**src/rtl/fifo_pkg.sv**
```systemverilog
// Shared definitions for the parametrised single-clock FIFO: default sizes,
// packed status word and the depth legality check.
package fifo_pkg;

  localparam int FIFO_DATA_W_DEF = 8;
  localparam int FIFO_DEPTH_DEF  = 16;

  typedef struct packed {
    logic full;
    logic almost_full;
    logic empty;
    logic almost_empty;
    logic overflow;
    logic underflow;
  } fifo_status_t;

  // Depth must be a power of two so the pointer wrap bit works, and at least 4.
  function automatic bit depth_ok(input int depth);
    return (depth >= 4) && ((depth & (depth - 1)) == 0);
  endfunction

endpackage

```
**src/rtl/sync_fifo_param_if.sv**
```systemverilog
// Producer/consumer handshake bundle for sync_fifo_param; master is the
// client side, slave is the FIFO.
interface sync_fifo_param_if
  import fifo_pkg::*;
#(
  parameter int DATA_W = FIFO_DATA_W_DEF,
  parameter int DEPTH  = FIFO_DEPTH_DEF
);
  localparam int ADDR_W = $clog2(DEPTH);

  logic              flush;
  logic              clr_err;
  logic              wr_en;
  logic [DATA_W-1:0] wr_data;
  logic              full;
  logic              almost_full;
  logic              rd_en;
  logic [DATA_W-1:0] rd_data;
  logic              rd_valid;
  logic              empty;
  logic              almost_empty;
  logic [ADDR_W:0]   count;
  logic              overflow;
  logic              underflow;

  modport master (
    output flush, clr_err, wr_en, wr_data, rd_en,
    input  full, almost_full, rd_data, rd_valid, empty, almost_empty,
           count, overflow, underflow
  );

  modport slave (
    input  flush, clr_err, wr_en, wr_data, rd_en,
    output full, almost_full, rd_data, rd_valid, empty, almost_empty,
           count, overflow, underflow
  );

endinterface

```
**src/rtl/fifo_mem.sv**
```systemverilog
// Simple dual-port storage for sync_fifo_param. Registered read by default;
// asynchronous read when FIFO_FWFT_EN is defined. Storage itself is never reset.
module fifo_mem #(
  parameter int DATA_W = 8,
  parameter int DEPTH  = 16,
  parameter int ADDR_W = $clog2(DEPTH)
) (
  input  logic              clk,
  input  logic              arst_n,
  input  logic              we,
  input  logic [ADDR_W-1:0] waddr,
  input  logic [DATA_W-1:0] wdata,
  input  logic              re,
  input  logic [ADDR_W-1:0] raddr,
  output logic [DATA_W-1:0] rdata
);

  logic [DATA_W-1:0] mem [DEPTH];

  always_ff @(posedge clk) begin
    if (we) mem[waddr] <= wdata;
  end

`ifdef FIFO_FWFT_EN
  assign rdata = mem[raddr];

  logic unused_fwft;
  assign unused_fwft = ^{re, arst_n};
`else
  // Read register holds its word between pops; only it is cleared by reset.
  always_ff @(posedge clk or negedge arst_n) begin
    if (!arst_n)  rdata <= '0;
    else if (re)  rdata <= mem[raddr];
  end
`endif

endmodule

```
**src/rtl/sync_fifo_param.sv**
```systemverilog
// Parametrised single-clock FIFO with occupancy count, sticky error flags and
// synchronous flush. Define FIFO_FWFT_EN for first-word-fall-through reads.
module sync_fifo_param
  import fifo_pkg::*;
#(
  parameter int DATA_W    = FIFO_DATA_W_DEF,
  parameter int DEPTH     = FIFO_DEPTH_DEF,
  parameter int AF_THRESH = DEPTH - 2,
  parameter int AE_THRESH = 2
) (
  input  logic               clk,
  input  logic               arst_n,
  sync_fifo_param_if.slave   bus
);

  localparam int ADDR_W = $clog2(DEPTH);
  localparam logic [ADDR_W:0] DEPTH_C = DEPTH[ADDR_W:0];
  localparam logic [ADDR_W:0] AF_T    = AF_THRESH[ADDR_W:0];
  localparam logic [ADDR_W:0] AE_T    = AE_THRESH[ADDR_W:0];

  if (!depth_ok(DEPTH)) begin : g_bad_depth
    $error("sync_fifo_param: DEPTH must be a power of two and at least 4");
  end

  logic [ADDR_W:0]   wr_ptr;
  logic [ADDR_W:0]   rd_ptr;
  logic [ADDR_W:0]   count_q;
  logic              full_c;
  logic              empty_c;
  logic              wr_acc;
  logic              rd_acc;
  logic              wr_rej;
  logic              rd_rej;
  logic              ovf_q;
  logic              unf_q;
  logic [DATA_W-1:0] mem_rdata;
  fifo_status_t      status;

  // full/empty come from the registered count, so they reflect the cycle start.
  assign full_c  = (count_q == DEPTH_C);
  assign empty_c = (count_q == '0);

  // Flush outranks both requests; requests ignored by a flush are not errors.
  assign wr_acc = bus.wr_en && !full_c  && !bus.flush;
  assign rd_acc = bus.rd_en && !empty_c && !bus.flush;
  assign wr_rej = bus.wr_en &&  full_c  && !bus.flush;
  assign rd_rej = bus.rd_en &&  empty_c && !bus.flush;

  always_ff @(posedge clk or negedge arst_n) begin
    if (!arst_n) begin
      wr_ptr  <= '0;
      rd_ptr  <= '0;
      count_q <= '0;
    end else if (bus.flush) begin
      wr_ptr  <= '0;
      rd_ptr  <= '0;
      count_q <= '0;
    end else begin
      if (wr_acc) wr_ptr <= wr_ptr + 1'b1;
      if (rd_acc) rd_ptr <= rd_ptr + 1'b1;
      case ({wr_acc, rd_acc})
        2'b10:   count_q <= count_q + 1'b1;
        2'b01:   count_q <= count_q - 1'b1;
        default: count_q <= count_q;
      endcase
    end
  end

  // A new error in the same cycle as clr_err wins, so the flag stays set.
  always_ff @(posedge clk or negedge arst_n) begin
    if (!arst_n) begin
      ovf_q <= 1'b0;
      unf_q <= 1'b0;
    end else begin
      ovf_q <= (ovf_q && !bus.clr_err) || wr_rej;
      unf_q <= (unf_q && !bus.clr_err) || rd_rej;
    end
  end

  fifo_mem #(
    .DATA_W (DATA_W),
    .DEPTH  (DEPTH),
    .ADDR_W (ADDR_W)
  ) u_mem (
    .clk    (clk),
    .arst_n (arst_n),
    .we     (wr_acc),
    .waddr  (wr_ptr[ADDR_W-1:0]),
    .wdata  (bus.wr_data),
    .re     (rd_acc),
    .raddr  (rd_ptr[ADDR_W-1:0]),
    .rdata  (mem_rdata)
  );

`ifdef FIFO_FWFT_EN
  // Head entry is presented combinationally; masked to zero while empty.
  assign bus.rd_valid = !empty_c;
  assign bus.rd_data  = empty_c ? '0 : mem_rdata;
`else
  logic vld_p1;

  // ---- read stage boundary: pop request -> registered data/valid ----
  always_ff @(posedge clk or negedge arst_n) begin
    if (!arst_n) vld_p1 <= 1'b0;
    else         vld_p1 <= rd_acc;
  end

  assign bus.rd_valid = vld_p1;
  assign bus.rd_data  = mem_rdata;
`endif

  assign status = '{
    full:         full_c,
    almost_full:  (count_q >= AF_T),
    empty:        empty_c,
    almost_empty: (count_q <= AE_T),
    overflow:     ovf_q,
    underflow:    unf_q
  };

  assign bus.full         = status.full;
  assign bus.almost_full  = status.almost_full;
  assign bus.empty        = status.empty;
  assign bus.almost_empty = status.almost_empty;
  assign bus.overflow     = status.overflow;
  assign bus.underflow    = status.underflow;
  assign bus.count        = count_q;

endmodule

```
**src/flat_wrapper.sv**
```systemverilog
// flat-port wrapper written by rule: the top's interface ports become plain ports
module sync_fifo_param_flat import fifo_pkg::*;
#(
  parameter int DATA_W    = FIFO_DATA_W_DEF,
  parameter int DEPTH     = FIFO_DEPTH_DEF,
  parameter int AF_THRESH = DEPTH - 2,
  parameter int AE_THRESH = 2
)
  (clk, arst_n, bus_flush, bus_clr_err, bus_wr_en, bus_wr_data, bus_rd_en, bus_full, bus_almost_full, bus_rd_data, bus_rd_valid, bus_empty, bus_almost_empty, bus_count, bus_overflow, bus_underflow);
  sync_fifo_param_if #(.DATA_W(DATA_W), .DEPTH(DEPTH)) bus_i ();
  input  logic clk;
  input  logic arst_n;
  input wire logic [$bits(bus_i.flush)-1:0] bus_flush;
  input wire logic [$bits(bus_i.clr_err)-1:0] bus_clr_err;
  input wire logic [$bits(bus_i.wr_en)-1:0] bus_wr_en;
  input wire logic [$bits(bus_i.wr_data)-1:0] bus_wr_data;
  input wire logic [$bits(bus_i.rd_en)-1:0] bus_rd_en;
  output wire logic [$bits(bus_i.full)-1:0] bus_full;
  output wire logic [$bits(bus_i.almost_full)-1:0] bus_almost_full;
  output wire logic [$bits(bus_i.rd_data)-1:0] bus_rd_data;
  output wire logic [$bits(bus_i.rd_valid)-1:0] bus_rd_valid;
  output wire logic [$bits(bus_i.empty)-1:0] bus_empty;
  output wire logic [$bits(bus_i.almost_empty)-1:0] bus_almost_empty;
  output wire logic [$bits(bus_i.count)-1:0] bus_count;
  output wire logic [$bits(bus_i.overflow)-1:0] bus_overflow;
  output wire logic [$bits(bus_i.underflow)-1:0] bus_underflow;
  assign bus_i.flush = bus_flush;
  assign bus_i.clr_err = bus_clr_err;
  assign bus_i.wr_en = bus_wr_en;
  assign bus_i.wr_data = bus_wr_data;
  assign bus_i.rd_en = bus_rd_en;
  assign bus_full = bus_i.full;
  assign bus_almost_full = bus_i.almost_full;
  assign bus_rd_data = bus_i.rd_data;
  assign bus_rd_valid = bus_i.rd_valid;
  assign bus_empty = bus_i.empty;
  assign bus_almost_empty = bus_i.almost_empty;
  assign bus_count = bus_i.count;
  assign bus_overflow = bus_i.overflow;
  assign bus_underflow = bus_i.underflow;
  sync_fifo_param #(.DATA_W(DATA_W), .DEPTH(DEPTH), .AF_THRESH(AF_THRESH), .AE_THRESH(AE_THRESH)) u_core (.clk(clk), .arst_n(arst_n), .bus(bus_i));
endmodule
```
**config.mk**
```make
export PLATFORM = sky130hd
export DESIGN_NAME = sync_fifo_param_flat
export DESIGN_NICKNAME = d
export VERILOG_FILES = /design/src/rtl/fifo_pkg.sv /design/src/rtl/sync_fifo_param_if.sv /design/src/rtl/fifo_mem.sv /design/src/rtl/sync_fifo_param.sv /design/src/flat_wrapper.sv
export SDC_FILE = /design/constraint.sdc
export NUM_CORES = 1
export LEC_CHECK = 0
export CAP_MARGIN = 20
export CORE_UTILIZATION = 45
export DETAILED_ROUTE_END_ITERATION = 8
export GPL_TIMING_DRIVEN = 0
export PLACE_DENSITY = 0.62
export SLEW_MARGIN = 20
export SYNTH_ARGS = -nofsm -noshare
export SYNTH_HDL_FRONTEND = slang
export SYNTH_SLANG_ARGS = --single-unit
```
**constraint.sdc**
```tcl
create_clock -name clk -period 2.94 [get_ports clk]
set_input_delay 0.294 -clock clk [delete_from_list [all_inputs] [get_ports clk]]
set_output_delay 0.294 -clock clk [all_outputs]
set_load 0.01 [all_outputs]
```
# After elaboration in Yosys (flattened, before gate mapping)
# Memories as Yosys holds them, arrays and structs flattened. A register that Yosys moved wholly into a read port is not among the register bits.
# Index checks and enable logic that the tools add are counted.
# word_totals
elab_cells	45
memories	1
latch_bits	0
ramBits	128
romBits	0
register_bits	18
# classes
magnitude_cmp	2
n_reduce_logical	21
shifts	0
muxes	8
n_mul	0
add_sub_neg	4
n_div	0
n_eq_ne	3
bitwise	0
# mem_list
memory	depth	width	rd	rd_clocked_by_memory_dff	write_ports	line_no	text
u_core.u_mem.mem	16	8	1	1	1	fifo_mem.sv:18	logic [DATA_W-1:0] mem [DEPTH];
# op_table
operator	n
5-bit 2-to-1 mux	5
5-bit by 1-bit adder with 5-bit output (second input constant)	3
1-bit logical AND	10
5-bit one-hot mux with 2 select lines	1
5-bit == test (second input constant)	1
5-bit by 4-bit greater-or-equal comparator with 1-bit output (second input constant)	1
5-bit by 2-bit less-or-equal comparator with 1-bit output (second input constant)	1
1-bit logical NOT	5
5-bit logical NOT	1
5-bit by 1-bit subtractor with 5-bit output (second input constant)	1
2-bit nonzero test	2
3-bit nonzero test	1
2-bit by 1-bit == test with 1-bit output (second input constant)	1
2-bit == test (second input constant)	1
1-bit logical OR	2
1-bit 2-to-1 mux	2

# Logic depth before layout (Yosys ltp)
# logic_depth
depth_word	7
depth_mapped	11

# By module
# Synthesis repeated with hierarchy kept, for this count alone.
# unflattened
hier_cells	345
hier_area_um2	6371.1
# modules_own_cells
mod	area_each_um2	cells_per_inst	instances
fifo_mem	5331.4	240	1
sync_fifo_param	1039.7	105	1

# Worst setup path before layout
# No wires, ideal clock.
# synth_path
path_type	flip-flop to flip-flop
startpoint	register u_core.count_q[1] (netlist: u_core.bus.count[1])
endpoint	register u_core.count_q[4] (netlist: u_core.bus.count[4])
stages_incl_launch_ff	11
path_buffers	2
slack_ns	0.387
arrival_ns	2.418
setup_time_ns	0.136
period_less_slack_ns	2.553
t_required_ns	2.804
path_cell_list	dfrtp_1 -> clkbuf_1 -> or4_1 -> o21ai_2 -> buf_6 -> nor2_1 -> ha_1 -> o311ai_0 -> o21ai_0 -> o211a_1 -> nor3_1
# synth_between
elab_chain_cells	7
# synth_lines
element	line_no	text
from (decl)	sync_fifo_param.sv:27	logic [ADDR_W:0] count_q;
from (signal assigned)	sync_fifo_param.sv:62	2'b10: count_q <= count_q + 1'b1;
from (signal assigned)	sync_fifo_param.sv:63	2'b01: count_q <= count_q - 1'b1;
from (signal assigned)	sync_fifo_param.sv:64	default: count_q <= count_q;
5-bit == test or 5-bit logical NOT (tied branches)	sync_fifo_param.sv:40, sync_fifo_param.sv:41	
1-bit logical NOT (on tied branches)	sync_fifo_param.sv:44, sync_fifo_param.sv:45	
1-bit logical AND (on tied branches) (2 in a row)	sync_fifo_param.sv:44, sync_fifo_param.sv:45	
2-bit by 1-bit == test with 1-bit output or 2-bit == test (tied branches)	sync_fifo_param.sv:61	case ({wr_acc, rd_acc})
5-bit one-hot mux with 2 select lines	sync_fifo_param.sv:61	
5-bit 2-to-1 mux	sync_fifo_param.sv:54	end else if (bus.flush) begin
# Several ways; a longest one is shown, not always the timed one.
# A chain may end at the register's enable or synchronous reset.

# Final worst setup path
# layout_path
startpoint	register u_core.count_q[1] (netlist: u_core.bus.count[1])
endpoint	output bus_empty
# layout_between
elab_chain_cells	1
# layout_lines
element	line_no	text
5-bit logical NOT	sync_fifo_param.sv:41	assign empty_c = (count_q == '0);
to (decl)	flat_wrapper.sv:22	output wire logic [$bits(bus_i.empty)-1:0] bus_empty;
# Every way passes these cells.

==> impl_metrics.toml <==
[routing]
wl_met1_um = 5286
wl_met3_um = 416
routedWlPerCell_um = 20.81
wl_um = 12010
drc = 0
drt_iter0_drc = 279
top_layer_used = "met4"
ant_nets = 0
wl_met2_um = 5914
via_count = 3186
via_per_inst = 5.522
dr.pass1.iters = 4

[setup_path]
cp-end-kind = "primary output"
crit_family = "buffers and inverters"
critPathArrivalTime_ps = 2460
worst_path_max_delay_cell = "nor4_2"
critPathLaunchType = "flop"
critical_path_buf_inv_count = 3
cp_slowest_stage_delay_ps = 570
cp_cell_sequence = "clkbuf_1 -> nor4_2 -> nand2_1 -> inv_1 -> clkdlybuf4s50_1"
cp-startpoint = "u_core.bus.count[1]$_DFFE_PN0P_"
critPathMaxFanout = 10
critPathKind = "flop to primary output"
r2r-start = "u_core.bus.count[1]$_DFFE_PN0P_"
worstPathRequired_ps = 2650

[place]
dpl_cell_area_um2 = 6905
portBuffers = 31
gp_congestion = 0.8215
hpwl_um = 8165

[logic_synthesis]
yosysTopAreaCell = "edfxtp_1"
yosysTopAreaCellShare = 0.6029
synth_edf_count = 128
syn-instance-count = 334
yosysSeqAreaShare = 0.6972
syn_nets = 355
synth.avg_cell_area_um2 = 19.09
async_flop_share = 0.1579
synthesis.area_um2 = 6375
netlist-cell-type-count = 45
synth-seq-cells = 152
synthTopCellsByArea = "edfxtp_1 60%, dfrtp_1 9.4%, mux4_1 9.1%"
synth_ff_type = "edfxtp_1"
yosys_warnings = 0

[timing]
rsz0062_at_grt = "no"
period_needed_ps = 2758
worst_pin_slew_ps = 912.7
finalSetupViolations = 0
relSlewSlack = 0.3893
final_hold_viol_count = 0
slew_viol_final = 0
setup-tns-final_ps = 0
fmax_mhz = 362.6
finalCritPeriodShare = 0.9382
clock_skew_ps = 7.768

[clock_tree]
root_buffer = "clkbuf_16"
cts.sinks = 152
cts.clk_slew.worst_paths_ps = 60
cts_tree = "done"
numCtsBuffers = 17
htreeDepth = 4
clock_path_buffers = 2
cts_setup_buffers = 0
insertion_delay_ps = 430

[cells_and_area]
fillers = 1052
fin_nets = 405
drive_gt1_frac = 0.1763
finish.utilization = 0.5416
area_delta_synth_final_pct = 17.47
n_antenna_cell = 0
finalInstanceArea_um2 = 7488

[worst_hold_path]
hp-class = "input port to flop"
hold_start = "bus_rd_en"

[floorplan]
die_h_um = 121.0
io_pins = 34
start_util = 0.4610
die-area_um2 = 14650
rows = 43
die_w_um = 121.0
coreArea_um2 = 13830

[global_route]
grt_pass1_vias = 3311
grt_pass1_wl_um = 18850
grt_max_degree = 25
antenna_found_initial = 0
grt_usage = 0.1864
grt_overflow = 0

[outcome]
outcome = "finished clean"

[power]
p_per_area_nw_per_um2 = 835.9
leakage_uw = 0.002566
ir_drop_mv = 0.6182

[job]
cap_violations = 0
## cell families (layout without fill, tap and decap cells)
logic type,Yosys count,count (layout),synth area share
compound gates,26,26,0.02846
mux,51,51,0.1733
flops,152,152,0.6972
xor+xnor,7,7,0.009617
simple gates,60,60,0.04750
fa+ha+maj,7,7,0.01374
buf+inv,31,94,0.03022
## area by class of cell
type / instances / area [um^2] / share of cell area
repair buffers: 32 / 315.3 / 0.04211
flip-flops and latches: 152 / 4444 / 0.5935
well taps: 180 / 225.2 / 0.03008
multi-input cells: 151 / 1755 / 0.2344
plain buffers: 17 / 140.1 / 0.01871
inverters: 13 / 48.80 / 0.006516
clock inverters: 10 / 105.1 / 0.01404
clock buffers: 22 / 454.2 / 0.06065
## registers in the layout, summed over array words and instances (netlist names)
| register | count |
|---|---|
| u_core.bus.count | 5 |
| u_core.bus.overflow | 1 |
| u_core.bus.rd_valid | 1 |
| u_core.bus.underflow | 1 |
| u_core.rd_ptr | 4 |
| u_core.u_mem.mem | 128 |
| u_core.u_mem.rdata | 8 |
| u_core.wr_ptr | 4 |
## through the flow
step	power [uW]	worst slack [ps]	hold slack, ps	instances
finish	6260	181.8	304.7	577
global route	6516	59.44	315.7	577
CTS	6282	33.88	283.9	578
detailed placement	4221	37.73	344.1	545
global placement	4208	42.87	484.0	545
floorplan	3621	386.6	-1.591	334
## routing by layer
layer | global-route usage | up-vias
met5 | 0 | -
met2 | 0.2904 | 74
met4 | 0.1042 | 0
met1 | 0.2412 | 1633
met3 | 0.04511 | 26
li1 | - | 1453
## synth_stat cells (all sizes together) (2+ instances only)
cell type,instances
edfxtp,128
mux4,40
dfrtp,24
nor2,16
and2,13
inv,13
nand2,11
buf,10
mux2,9
clkbuf,8
o21ai,8
ha,7
nand3,7
a21oi,5
xor2,4
o2111ai,3
xnor2,3
and3,2
mux2i,2
nor3,2
nor4,2
## tightest hold or removal path, cell delays in order
cell and delay [ps]:
clkbuf_1 210, nand3_1 130, a21oi_1 60
## cells in the final DEF, fill, tap and decap left out, types with 11 or more instances in the layout
master           instances
and2_1                  13
mux4_2                  18
dfrtp_1                 24
inv_1                   13
edfxtp_1               128
nor2_1                  16
mux4_1                  22
clkdlybuf4s50_1         30
nand2_1                 11
clkbuf_16               17
## final timing paths
path,end,slack [ps],depth (start not counted)
max reg2reg,u_core.bus.count[4]$_DFFE_PN0P_,240,11
min,u_core.rd_ptr[1]$_DFFE_PN0P_,300,3
min in group asynchronous,u_core.bus.count[1]$_DFFE_PN0P_,420,2
min reg2reg,u_core.u_mem.rdata[6]$_DFFE_PN0P_,500,1
max in group asynchronous,u_core.u_mem.rdata[5]$_DFFE_PN0P_,2110,2
max,bus_empty,180,5
## power breakdown
group	switching, uW	total [uW]	internal (uW)
clock network	805	2060	1260
registers	110	2590	2480
logic	753	1610	853
total	1670	6260	4590
## what timing repair did
item	CTS	global route
hold buffers	1	0
endpoints found under the setup margin	1	3
hold endpoints to repair	24	0
pin swaps	0	1
resized for setup	1	4
No activity file was read; power rests on OpenSTA's default activity.
